`config.mk`:
```
export PLATFORM = sky130hd
export DESIGN_NAME = seq110_tx
export DESIGN_NICKNAME = d
export VERILOG_FILES = /design/src/rtl/seq110_pkg.sv /design/src/rtl/seq110_tx.sv
export SDC_FILE = /design/constraint.sdc
export NUM_CORES = 1
export LEC_CHECK = 0
export BUFFER_PORTS_ARGS = -buffer_cell sky130_fd_sc_hd__buf_4
export CAP_MARGIN = 25
export CORE_MARGIN = 5
export CORE_UTILIZATION = 45
export DETAILED_ROUTE_END_ITERATION = 16
export PLACE_DENSITY = 0.68
export SLEW_MARGIN = 5
export SYNTH_ARGS = -nofsm -noshare
export SYNTH_HDL_FRONTEND = slang
export SYNTH_SLANG_ARGS = --single-unit
```
`constraint.sdc`:
```
create_clock -name clk -period 2.92 [get_ports clk]
set_input_delay 0.584 -clock clk [delete_from_list [all_inputs] [get_ports clk]]
set_output_delay 0.584 -clock clk [all_outputs]
set_load 0.01 [all_outputs]
```
`src/rtl/seq110_pkg.sv`:
```
// Shared definitions for the "110" marker protocol: transmitter state encoding,
// the marker pattern and small helpers used by both sender and detector sides.
package seq110_pkg;

  typedef enum logic [1:0] {
    StIdle = 2'd0,
    StMark = 2'd1,
    StData = 2'd2,
    StGap  = 2'd3
  } tx_state_e;

  // Marker is sent MSB first: 1, 1, 0.
  localparam logic [2:0]  MARKER   = 3'b110;
  localparam int unsigned MARK_LEN = 3;

  // Marker bit transmitted at position pos (0 = first bit on the line).
  function automatic logic marker_bit(input logic [1:0] pos);
    logic b;
    case (pos)
      2'd0:    b = MARKER[2];
      2'd1:    b = MARKER[1];
      2'd2:    b = MARKER[0];
      default: b = 1'b0;
    endcase
    return b;
  endfunction

  function automatic int unsigned max3(input int unsigned a, input int unsigned b,
                                       input int unsigned c);
    int unsigned m;
    m = a;
    if (b > m) m = b;
    if (c > m) m = c;
    return m;
  endfunction

endpackage

```
`src/rtl/seq110_tx.sv`:
```
// Serial frame transmitter: accepts a parallel word over valid/ready, then sends
// the 110 marker, the payload MSB-first and GAP_BITS guard zeros on y.
module seq110_tx
  import seq110_pkg::*;
#(
  parameter int unsigned DATA_W   = 8,
  parameter int unsigned GAP_BITS = 2
) (
  input  logic              clk,
  input  logic              rst,
  input  logic [DATA_W-1:0] din,
  input  logic              din_valid,
  output logic              din_ready,
  output logic              y,
  output logic              busy,
  output logic              frame_done
);

  localparam int unsigned CntW = $clog2(max3(MARK_LEN, DATA_W, GAP_BITS) + 1);
  localparam logic [CntW-1:0] MarkLast = CntW'(MARK_LEN - 1);
  localparam logic [CntW-1:0] DataLast = CntW'(DATA_W - 1);
  localparam logic [CntW-1:0] GapLast  = CntW'((GAP_BITS > 0) ? GAP_BITS - 1 : 0);

  tx_state_e         state_q;
  logic [CntW-1:0]   cnt_q;
  logic [DATA_W-1:0] shreg_q;
  logic              y_q;
  logic              busy_q;
  logic              frame_done_q;

  logic [CntW-1:0]   cnt_inc;
  logic [DATA_W-1:0] shreg_shl;

  // Helper values shared by the state transitions below.
  always_comb begin
    cnt_inc   = cnt_q + 1'b1;
    shreg_shl = shreg_q << 1;
  end

  // Frame FSM; y/busy/frame_done are registered as the values for the next state.
  always_ff @(posedge clk) begin
    if (rst) begin
      state_q      <= StIdle;
      cnt_q        <= '0;
      shreg_q      <= '0;
      y_q          <= 1'b0;
      busy_q       <= 1'b0;
      frame_done_q <= 1'b0;
    end else begin
      case (state_q)
        StIdle: begin
          frame_done_q <= 1'b0;
          if (din_valid) begin
            state_q <= StMark;
            cnt_q   <= '0;
            shreg_q <= din;
            y_q     <= marker_bit(2'd0);
            busy_q  <= 1'b1;
          end else begin
            y_q    <= 1'b0;
            busy_q <= 1'b0;
          end
        end
        StMark: begin
          if (cnt_q == MarkLast) begin
            state_q      <= StData;
            cnt_q        <= '0;
            y_q          <= shreg_q[DATA_W-1];
            frame_done_q <= (DATA_W == 1);
          end else begin
            cnt_q <= cnt_inc;
            y_q   <= marker_bit(2'(cnt_inc));
          end
        end
        StData: begin
          shreg_q <= shreg_shl;
          if (cnt_q == DataLast) begin
            cnt_q        <= '0;
            y_q          <= 1'b0;
            frame_done_q <= 1'b0;
            if (GAP_BITS > 0) begin
              state_q <= StGap;
            end else begin
              state_q <= StIdle;
              busy_q  <= 1'b0;
            end
          end else begin
            cnt_q        <= cnt_inc;
            y_q          <= shreg_shl[DATA_W-1];
            frame_done_q <= (cnt_inc == DataLast);
          end
        end
        StGap: begin
          y_q <= 1'b0;
          if (cnt_q == GapLast) begin
            state_q <= StIdle;
            cnt_q   <= '0;
            busy_q  <= 1'b0;
          end else begin
            cnt_q <= cnt_inc;
          end
        end
        default: begin
          state_q      <= StIdle;
          cnt_q        <= '0;
          y_q          <= 1'b0;
          busy_q       <= 1'b0;
          frame_done_q <= 1'b0;
        end
      endcase
    end
  end

  assign din_ready  = (state_q == StIdle);
  assign y          = y_q;
  assign busy       = busy_q;
  assign frame_done = frame_done_q;

endmodule
```
==> impl_metrics.yaml, run 1 <==
sta:
  final_min_period_over_clock_period: 0.707
  fmax_mhz: 484
  worst_pin_slew_ns: 0.779
  setup_violations: 0
  finalHoldViolations: 0
  finalMaxSlewViolations: 0
  fin_crit_ns: 2.06
  slew_headroom: 0.480
  setup-tns-final_ns: 0
  setup_ws_ns: 0.855
  rsz0062_at_grt: "false"
  fin_skew_ns: 0.00453
placed_design:
  placedCellCount: 150
  dpl_worst_slack_ns: 0.890
  port_buffers: 14
  gp_congestion: 0.836
floorplan:
  die_h_um: 57.3
  die_w_um: 57.3
  dieArea_um2: 3290
  start_util: 0.465
  placementRows: 17
  ioPinCount: 15
  core_um2: 2170
critical_path:
  crit_path_end: "state_q[0]"
  endpoint_kind: "register"
  cpMostUsedCell: "nor2_1"
  path_buf_inv: 1
  reg2regPathDepth: 6
  cp.arrival_ns: 2.28
  path_cells: "inv_1 > ha_1 > nor2_1 > o32ai_2 > nor2_1 > o31ai_1"
  start_kind: "register"
  cp.depth: 6
  crit_fanout: 16
  cpLargestDelayFamily: "adder cells"
  crit_required_ns: 3.14
  path_class: "reg2reg"
  slowest_stage: "ha_1"
  timing.rr.end: "state_q[0]"
  r2r_slack_ns: 0.86
  worstReg2RegStart: "state_q[0]"
  cpPeakStageDelay_ns: 0.67
  critPathLaunch: "state_q[0]"
pwr:
  p_clk_frac: 0.125
  pwr_density_cell_nw_per_um2: 921
  switching_power_w: 0.000431
  p_int_w: 0.000614
  pwr-share-seq: 0.351
  combPwrFrac: 0.524
  power.leakage_nw: 0.446
  switching_share: 0.412
  vdd_ir_drop_max_v: 0.000567
synth:
  yosysTopAreaCellShare: 0.337
  ys_top_cells_by_area: "dfxtp_1, ha_1, mux2i_1"
  yosys.area.top_type: "dfxtp_1"
  synth_cell_types: 31
  synth_area_um2: 1010
  yosys_warnings: 0
  syn-num-nets: 133
  synth-seq-cells: 17
  syn_inst: 115
  synth_area_per_cell_um2: 8.77
  ys_seq_area_frac: 0.337
run:
  maxCapViolCount: 0
route:
  via_per_inst: 5.21
  drcViolationCount: 0
  num_vias: 803
  wire_per_inst_um: 12.9
  drt-total-wl_um: 1990
  ant_nets: 0
  drt_first_iter_violations: 16
  drt_pass1_iterations: 4
layout:
  final_common_cell: "dfxtp_1"
  drive_gt1_frac: 0.183
  diodes: 0
  finish.net_count: 145
  final_cell_mix: "dfxtp_1, nor2_1, buf_4, a211oi_1"
  post-route-util: 0.522
  syn_to_final_growth_pct: 12.4
  final_cells: 154
cts:
  cts_resized: 0
  cts_buffer_depth: 2
  cts_buffers: 3
  cts_root_buf: "clkbuf_4"
  cts_hold_buf: 0
  post_cts_buffers: 0
  path_clk_slew_ns: 0.11
  clkLatencyLatePin_ns: 0.29
  htree_levels: 1
  tritoncts: "done"
  clock_sinks: 17
run_status:
  run_status: "finished, final reports clean"
global_routing:
  grt_pass1_vias: 775
  grt_max_degree: 19
  grt-ovfl-total: 0
  grtUsageTotal: 0.127
  antenna_found_initial: 0
  grt_pass1_wl_um: 3350
hold_path:
  hold_path.class: "reg2reg"
  hp-start: "shreg_q[0]"
[cells in the mapped netlist]
master and instances:
a211oi_1 8, a21oi_1 4, a31oi_1 1, and4bb_1 1, buf_2 4, buf_6 2
clkbuf_1 2, dfxtp_1 17, ha_1 7, inv_1 5, mux2_2 1, mux2i_1 7
nand2_1 7, nand2b_1 2, nand3_1 2, nand3b_1 1, nand4b_1 1, nor2_1 16
nor2b_1 2, nor3_1 4, nor3b_1 3, nor3b_2 1, nor4_1 1, nor4b_4 1
o2111ai_1 1, o21ai_0 7, o31ai_1 2, o32ai_2 1, or3_1 1, or4b_1 1
xor2_1 2
[state kept, by name, indices dropped and copies added, names as in the netlist]
| register | count |
|---|---|
| shreg_q | 8 |
| cnt_q | 4 |
| state_q | 2 |
| busy | 1 |
| frame_done | 1 |
| y | 1 |
[worst min-delay path: stages (launching register included)]
cell and delay [ns]:
dfxtp_1 0.33, nand2_1 0.05, a21oi_1 0.05
[cell families (layout without fill, tap and decap cells)]
logic type | after synthesis | after routing | share of synthesized area
buffers and inverters | 13 | 24 | 0.0682
xor gates and xnor gates | 2 | 2 | 0.0174
adders and majority gates | 7 | 7 | 0.0868
DFF | 17 | 17 | 0.337
and+or+nand+nor | 44 | 44 | 0.249
muxes | 8 | 8 | 0.0806
AOI/OAI and AO/OA | 24 | 24 | 0.160
[final cells by class]
cell class	instances	area, um^2
fill	218	1040
multi-input combinational	85	599
sequential	17	340
timing repair buffer	15	113
inverter	5	18.8
clock buffer	3	22.5
tap	28	35.0
clock inverter	1	5.00
[how the worst min path moves through the flow]
stage,end,depth (start not counted)
after global placement,shreg_q[0],2
after detailed placement,shreg_q[0],2
after global routing,busy,2
final,shreg_q[0],2
after CTS,shreg_q[0],2
after floorplan,shreg_q[0],2
[stage by stage]
stage          total power [W]  instance area [um^2]  hold WS (ns)
3_3_place_gp          0.000902                  1110         0.443
2_1_floorplan         0.000789                  1010         0.432
5_1_grt                0.00114                  1130         0.520
6_report               0.00104                  1130         0.463
3_5_place_dp          0.000921                  1110         0.450
4_1_cts                0.00105                  1130         0.468
[power by group through the flow]
stage / clock (W) / sequential, W / combinational (W)
after floorplan: 0 / 0.000365 / 0.000424
after global placement: 0 / 0.000369 / 0.000534
after detailed placement: 0 / 0.000373 / 0.000548
after CTS: 0.000137 / 0.000367 / 0.000550
after global routing: 0.000147 / 0.000380 / 0.000617
final: 0.000130 / 0.000366 / 0.000548
[metal layers]
metal,GRT usage,vias up,part of all wire
met5,0,-,0
met4,0.0596,0,0.0080
met3,0.0226,2,0.026
met2,0.202,7,0.48
met1,0.167,363,0.49
li1,-,431,-
(Power assumes the default switching activity.)
==> inputs of run 2 (changes only) <==
==> constraint.sdc (replaced) <==
create_clock -name clk -period 1.9 [get_ports clk]
set_input_delay 0.38 -clock clk [delete_from_list [all_inputs] [get_ports clk]]
set_output_delay 0.38 -clock clk [all_outputs]
set_load 0.01 [all_outputs]
==> impl_metrics.yaml, run 2 (synthesized netlist as in run 1, its figures left out) <==
route:
  num_vias: 819
  topRoutingLayerUsed: "met4"
  via_per_inst: 5.25
  wire_per_inst_um: 13.0
  drt_first_iter_violations: 7
  drt-met1-wl_um: 968
  ant_nets: 0
  drcViolationCount: 0
  drt-total-wl_um: 2030
  wl_met3_um: 59
  wl_met2_um: 986
  drt_pass1_iterations: 4
floorplan:
  die_h_um: 57.3
  placementRows: 17
  dieArea_um2: 3290
  die_w_um: 57.3
  ioPinCount: 15
  start_util: 0.465
  core_um2: 2170
sta:
  fin_crit_ns: 1.77
  setup-tns-final_ns: 0
  worst_pin_slew_ns: 0.404
  finalHoldViolations: 0
  slew_headroom: 0.730
  finalMaxSlewViolations: 0
  final_min_period_over_clock_period: 0.932
  rsz0062_at_grt: "false"
  fin_skew_ns: 0.00861
  setup_violations: 0
  fmax_mhz: 565
global_routing:
  grt_pass1_wl_um: 3460
  grt-ovfl-total: 0
  grt_max_degree: 19
  grtUsageTotal: 0.131
  grt_pass1_vias: 768
  antenna_found_initial: 0
layout:
  regMostFlops: "shreg_q"
  final_cells: 156
  reg_top3: "shreg_q: 8 flops, cnt_q: 4 flops, state_q: 2 flops"
  syn_to_final_growth_pct: 14.0
  drive_gt1_frac: 0.203
  final_cell_mix: "buf_4, nor2_1, dfxtp_1, a211oi_1"
  diodes: 0
  finish.net_count: 147
  largest_reg_flops: 8
  fill_cells: 225
  final_common_cell: "buf_4"
hold_path:
  whs_path_depth: 3
  hold_path.class: "in2reg"
placed_design:
  gp_congestion: 0.833
  port_buffers: 14
  placedCellCount: 152
  post-dp-hpwl_um: 1530
pwr:
  combPwrFrac: 0.532
  switching_power_w: 0.000661
  pwr_density_cell_nw_per_um2: 1420
  power.leakage_nw: 0.454
  p_int_w: 0.000973
  switching_share: 0.405
  pwr-share-seq: 0.350
  vdd_ir_drop_max_v: 0.000700
  p_clk_frac: 0.118
critical_path:
  start_kind: "register"
  crit_required_ns: 2.11
  crit_fanout: 7
  endpoint_kind: "register"
  path_class: "reg2reg"
  cp.arrival_ns: 1.98
  reg2regPathDepth: 6
cts:
  cts_resized: 0
  cts_hold_buf: 0
  cts_buffer_depth: 2
  clkLatencyLatePin_ns: 0.29
  tritoncts: "done"
  cts_buffers: 3
  post_cts_buffers: 0
  clock_sinks: 17
  htree_levels: 1
  cts_root_buf: "clkbuf_4"
  path_clk_slew_ns: 0.10
run:
  maxCapViolCount: 0
run_status:
  run_status: "finished, final reports clean"
==> run 2: layout make-up <==
| type | count | area [um^2] | area share |
|---|---|---|---|
| sequential | 17 | 343 | 0.298 |
| timing repair buffer | 17 | 128 | 0.111 |
| multi-input combinational | 85 | 599 | 0.521 |
| tap | 28 | 35.0 | 0.0305 |
| inverter | 5 | 18.8 | 0.0163 |
| clock buffer | 4 | 26.3 | 0.0229 |
==> run 2: final timing paths <==
| path | from | end | slack (ns) |
|---|---|---|---|
| worst min register to register | shreg_q[0] | shreg_q[0] | 0.47 |
| worst min-delay path | din[0] | shreg_q[0] | 0.38 |
| worst max-delay path | state_q[1] | state_q[1] | 0.13 |
| worst max register to register | state_q[1] | state_q[1] | 0.13 |
==> run 2: metrics by stage <==
stage	instance area, um^2	hold WS, ns	utilization	total power [W]	setup WS, ns
2_1_floorplan	1010	0.432	-	0.00121	0.194
5_1_grt	1150	0.378	0.530	0.00177	0.00950
3_5_place_dp	1120	0.460	0.517	0.00145	0.119
6_report	1150	0.379	0.530	0.00163	0.129
3_3_place_gp	1120	0.449	0.517	0.00142	0.177
4_1_cts	1150	0.369	0.529	0.00165	0.0972
==> run 2: worst max-delay path, stage by stage, from the launching register on <==
cell      delay (ns)
dfxtp_2         0.36
inv_1           0.07
ha_1            0.25
and4bb_1        0.33
o32ai_2         0.12
or4b_1          0.48
o31ai_1         0.07
==> run 2: per-layer routing <==
metal  GRT usage  vias up
li1            -      436
met1       0.168      374
met2       0.216        7
met3      0.0249        2
met4      0.0497        0
met5           0        -
==> run 2: power groups by stage <==
stage | Combinational, W | Sequential, W | Clock, W
after floorplan | 0.000652 | 0.000561 | 0
after global placement | 0.000856 | 0.000566 | 0
after detailed placement | 0.000871 | 0.000575 | 0
after CTS | 0.000877 | 0.000568 | 0.000205
after global routing | 0.000963 | 0.000591 | 0.000217
final | 0.000869 | 0.000572 | 0.000193
==> inputs of run 3 (changes only) <==
--- a/config.mk
+++ b/config.mk
@@ -11,6 +11,7 @@
 export CORE_UTILIZATION = 45
 export DETAILED_ROUTE_END_ITERATION = 16
 export PLACE_DENSITY = 0.68
+export RECOVER_POWER = 100
 export SLEW_MARGIN = 5
 export SYNTH_ARGS = -nofsm -noshare
 export SYNTH_HDL_FRONTEND = slang
==> impl_metrics.yaml, run 3 (synthesized netlist as in run 1, its figures left out) <==
cts:
  path_clk_slew_ns: 0.10
  htree_levels: 1
  clkLatencyLatePin_ns: 0.29
  clock_sinks: 17
  cts_buffer_depth: 2
  cts_buffers: 3
  tritoncts: "done"
  post_cts_buffers: 0
  cts_root_buf: "clkbuf_4"
critical_path:
  timing.rr.end: "state_q[1]"
  reg2regPathDepth: 6
  r2r_slack_ns: 0.13
  crit_fanout: 7
  start_kind: "register"
  endpoint_kind: "register"
  path_class: "reg2reg"
  worstReg2RegStart: "state_q[1]"
  crit_required_ns: 2.11
  cp.arrival_ns: 1.98
layout:
  finish.net_count: 147
  final_cell_mix: "nor2_1, dfxtp_1, buf_4, a211oi_1"
  post-route-cell-area_um2: 1130
  fill_cells: 231
  syn_to_final_growth_pct: 12.5
  regMostFlops: "shreg_q"
  drive_gt1_frac: 0.172
  final_common_cell: "nor2_1"
  diodes: 0
  largest_reg_flops: 8
  reg_top3: "shreg_q: 8 flops, cnt_q: 4 flops, state_q: 2 flops"
global_routing:
  grt_use_met3: 0.0249
  grt_max_degree: 19
  use_met2: 0.216
  grtUsageTotal: 0.131
  antenna_found_initial: 0
  grt_pass1_wl_um: 3460
  grt-ovfl-total: 0
  grt_pass1_vias: 768
  grt_use_met1: 0.168
  grt_busiest_layer: "met2"
placed_design:
  post-dp-hpwl_um: 1530
  dpl_cell_area_um2: 1120
  port_buffers: 14
  gp_congestion: 0.833
floorplan:
  placementRows: 17
  die_h_um: 57.3
  dieArea_um2: 3290
  core_um2: 2170
  die_w_um: 57.3
  start_util: 0.465
  ioPinCount: 15
hold_path:
  hp-start: "din[0]"
  whs_path_depth: 3
  holdPathEnd: "shreg_q[0]"
  hold_path.class: "in2reg"
sta:
  slew_headroom: 0.730
  setup_violations: 0
  final_min_period_over_clock_period: 0.932
  rsz0062_at_grt: "false"
  fmax_mhz: 565
  finalHoldViolations: 0
  finalMaxSlewViolations: 0
  setup-tns-final_ns: 0
  fin_skew_ns: 0.00878
  worst_pin_slew_ns: 0.404
  fin_crit_ns: 1.77
run:
  maxCapViolCount: 0
route:
  drt_pass1_iterations: 4
  drt-total-wl_um: 2030
  via_per_inst: 5.25
  ant_nets: 0
  drcViolationCount: 0
  wire_per_inst_um: 13.0
  num_vias: 819
  drt_first_iter_violations: 7
pwr:
  pwr_density_cell_nw_per_um2: 1420
  vdd_ir_drop_max_v: 0.000699
  power.leakage_nw: 0.438
run_status:
  run_status: "finished, final reports clean"
## run 3: changes by cell type in the layout (fill, tap and decap cells not counted)
| cell | delta |
|---|---|
| buf_4 | -4 |
| clkbuf_1 | +4 |
## run 3: how the worst max path moves through the flow
stage / startpoint / endpoint / slack, ns / depth (start not counted)
detailed placement: state_q[1] / state_q[1] / 0.12 / 6
CTS: state_q[1] / state_q[1] / 0.1 / 6
finish: state_q[1] / state_q[1] / 0.13 / 6
global route: state_q[1] / state_q[1] / 0.009 / 6
floorplan: state_q[0] / state_q[1] / 0.19 / 7
global placement: state_q[1] / state_q[1] / 0.18 / 6
## run 3: layer usage
metal	vias up	share of wire
li1	436	-
met2	7	0.48
met4	0	0.0064
met5	-	0
met3	2	0.030
met1	374	0.48
## run 3: where the power goes
part | internal, W | total (W) | switching (W) | leakage, nW
Clock | 0.0000815 | 0.000193 | 0.000112 | 0.0150
Sequential | 0.000489 | 0.000572 | 0.0000826 | 0.141
Combinational | 0.000379 | 0.000846 | 0.000467 | 0.282
## run 3: timing repair
| item | 4_1_cts | 5_1_grt |
|---|---|---|
| hold buffers | 0 | 0 |
| gates resized for setup | 0 | 2 |
| setup endpoints to repair | 0 | 1 |
## run 3: critical path: stages, from the launching register on
cell	delay, ns
dfxtp_2	0.36
inv_1	0.07
ha_1	0.25
and4bb_1	0.33
o32ai_2	0.12
or4b_1	0.48
o31ai_1	0.07
## run 3: per-stage QoR
stage                     worst slack [ns]  total power, W   util  instances  hold WS, ns
after floorplan                      0.194         0.00121      -        115        0.432
after global placement               0.177         0.00142  0.517        152        0.449
after detailed placement             0.119         0.00145  0.517        152        0.460
after CTS                           0.0972         0.00165  0.529        156        0.369
after global routing               0.00950         0.00175  0.523        156        0.378
final                                0.129         0.00161  0.523        156        0.379
## run 3: cell type report
cell class	instances	area, um^2	area share
well taps	28	35.0	0.0309
clock buffers	4	26.3	0.0232
flip-flops and latches	17	343	0.302
inverters	5	18.8	0.0165
multi-input cells	85	599	0.528
repair buffers	17	113	0.0992
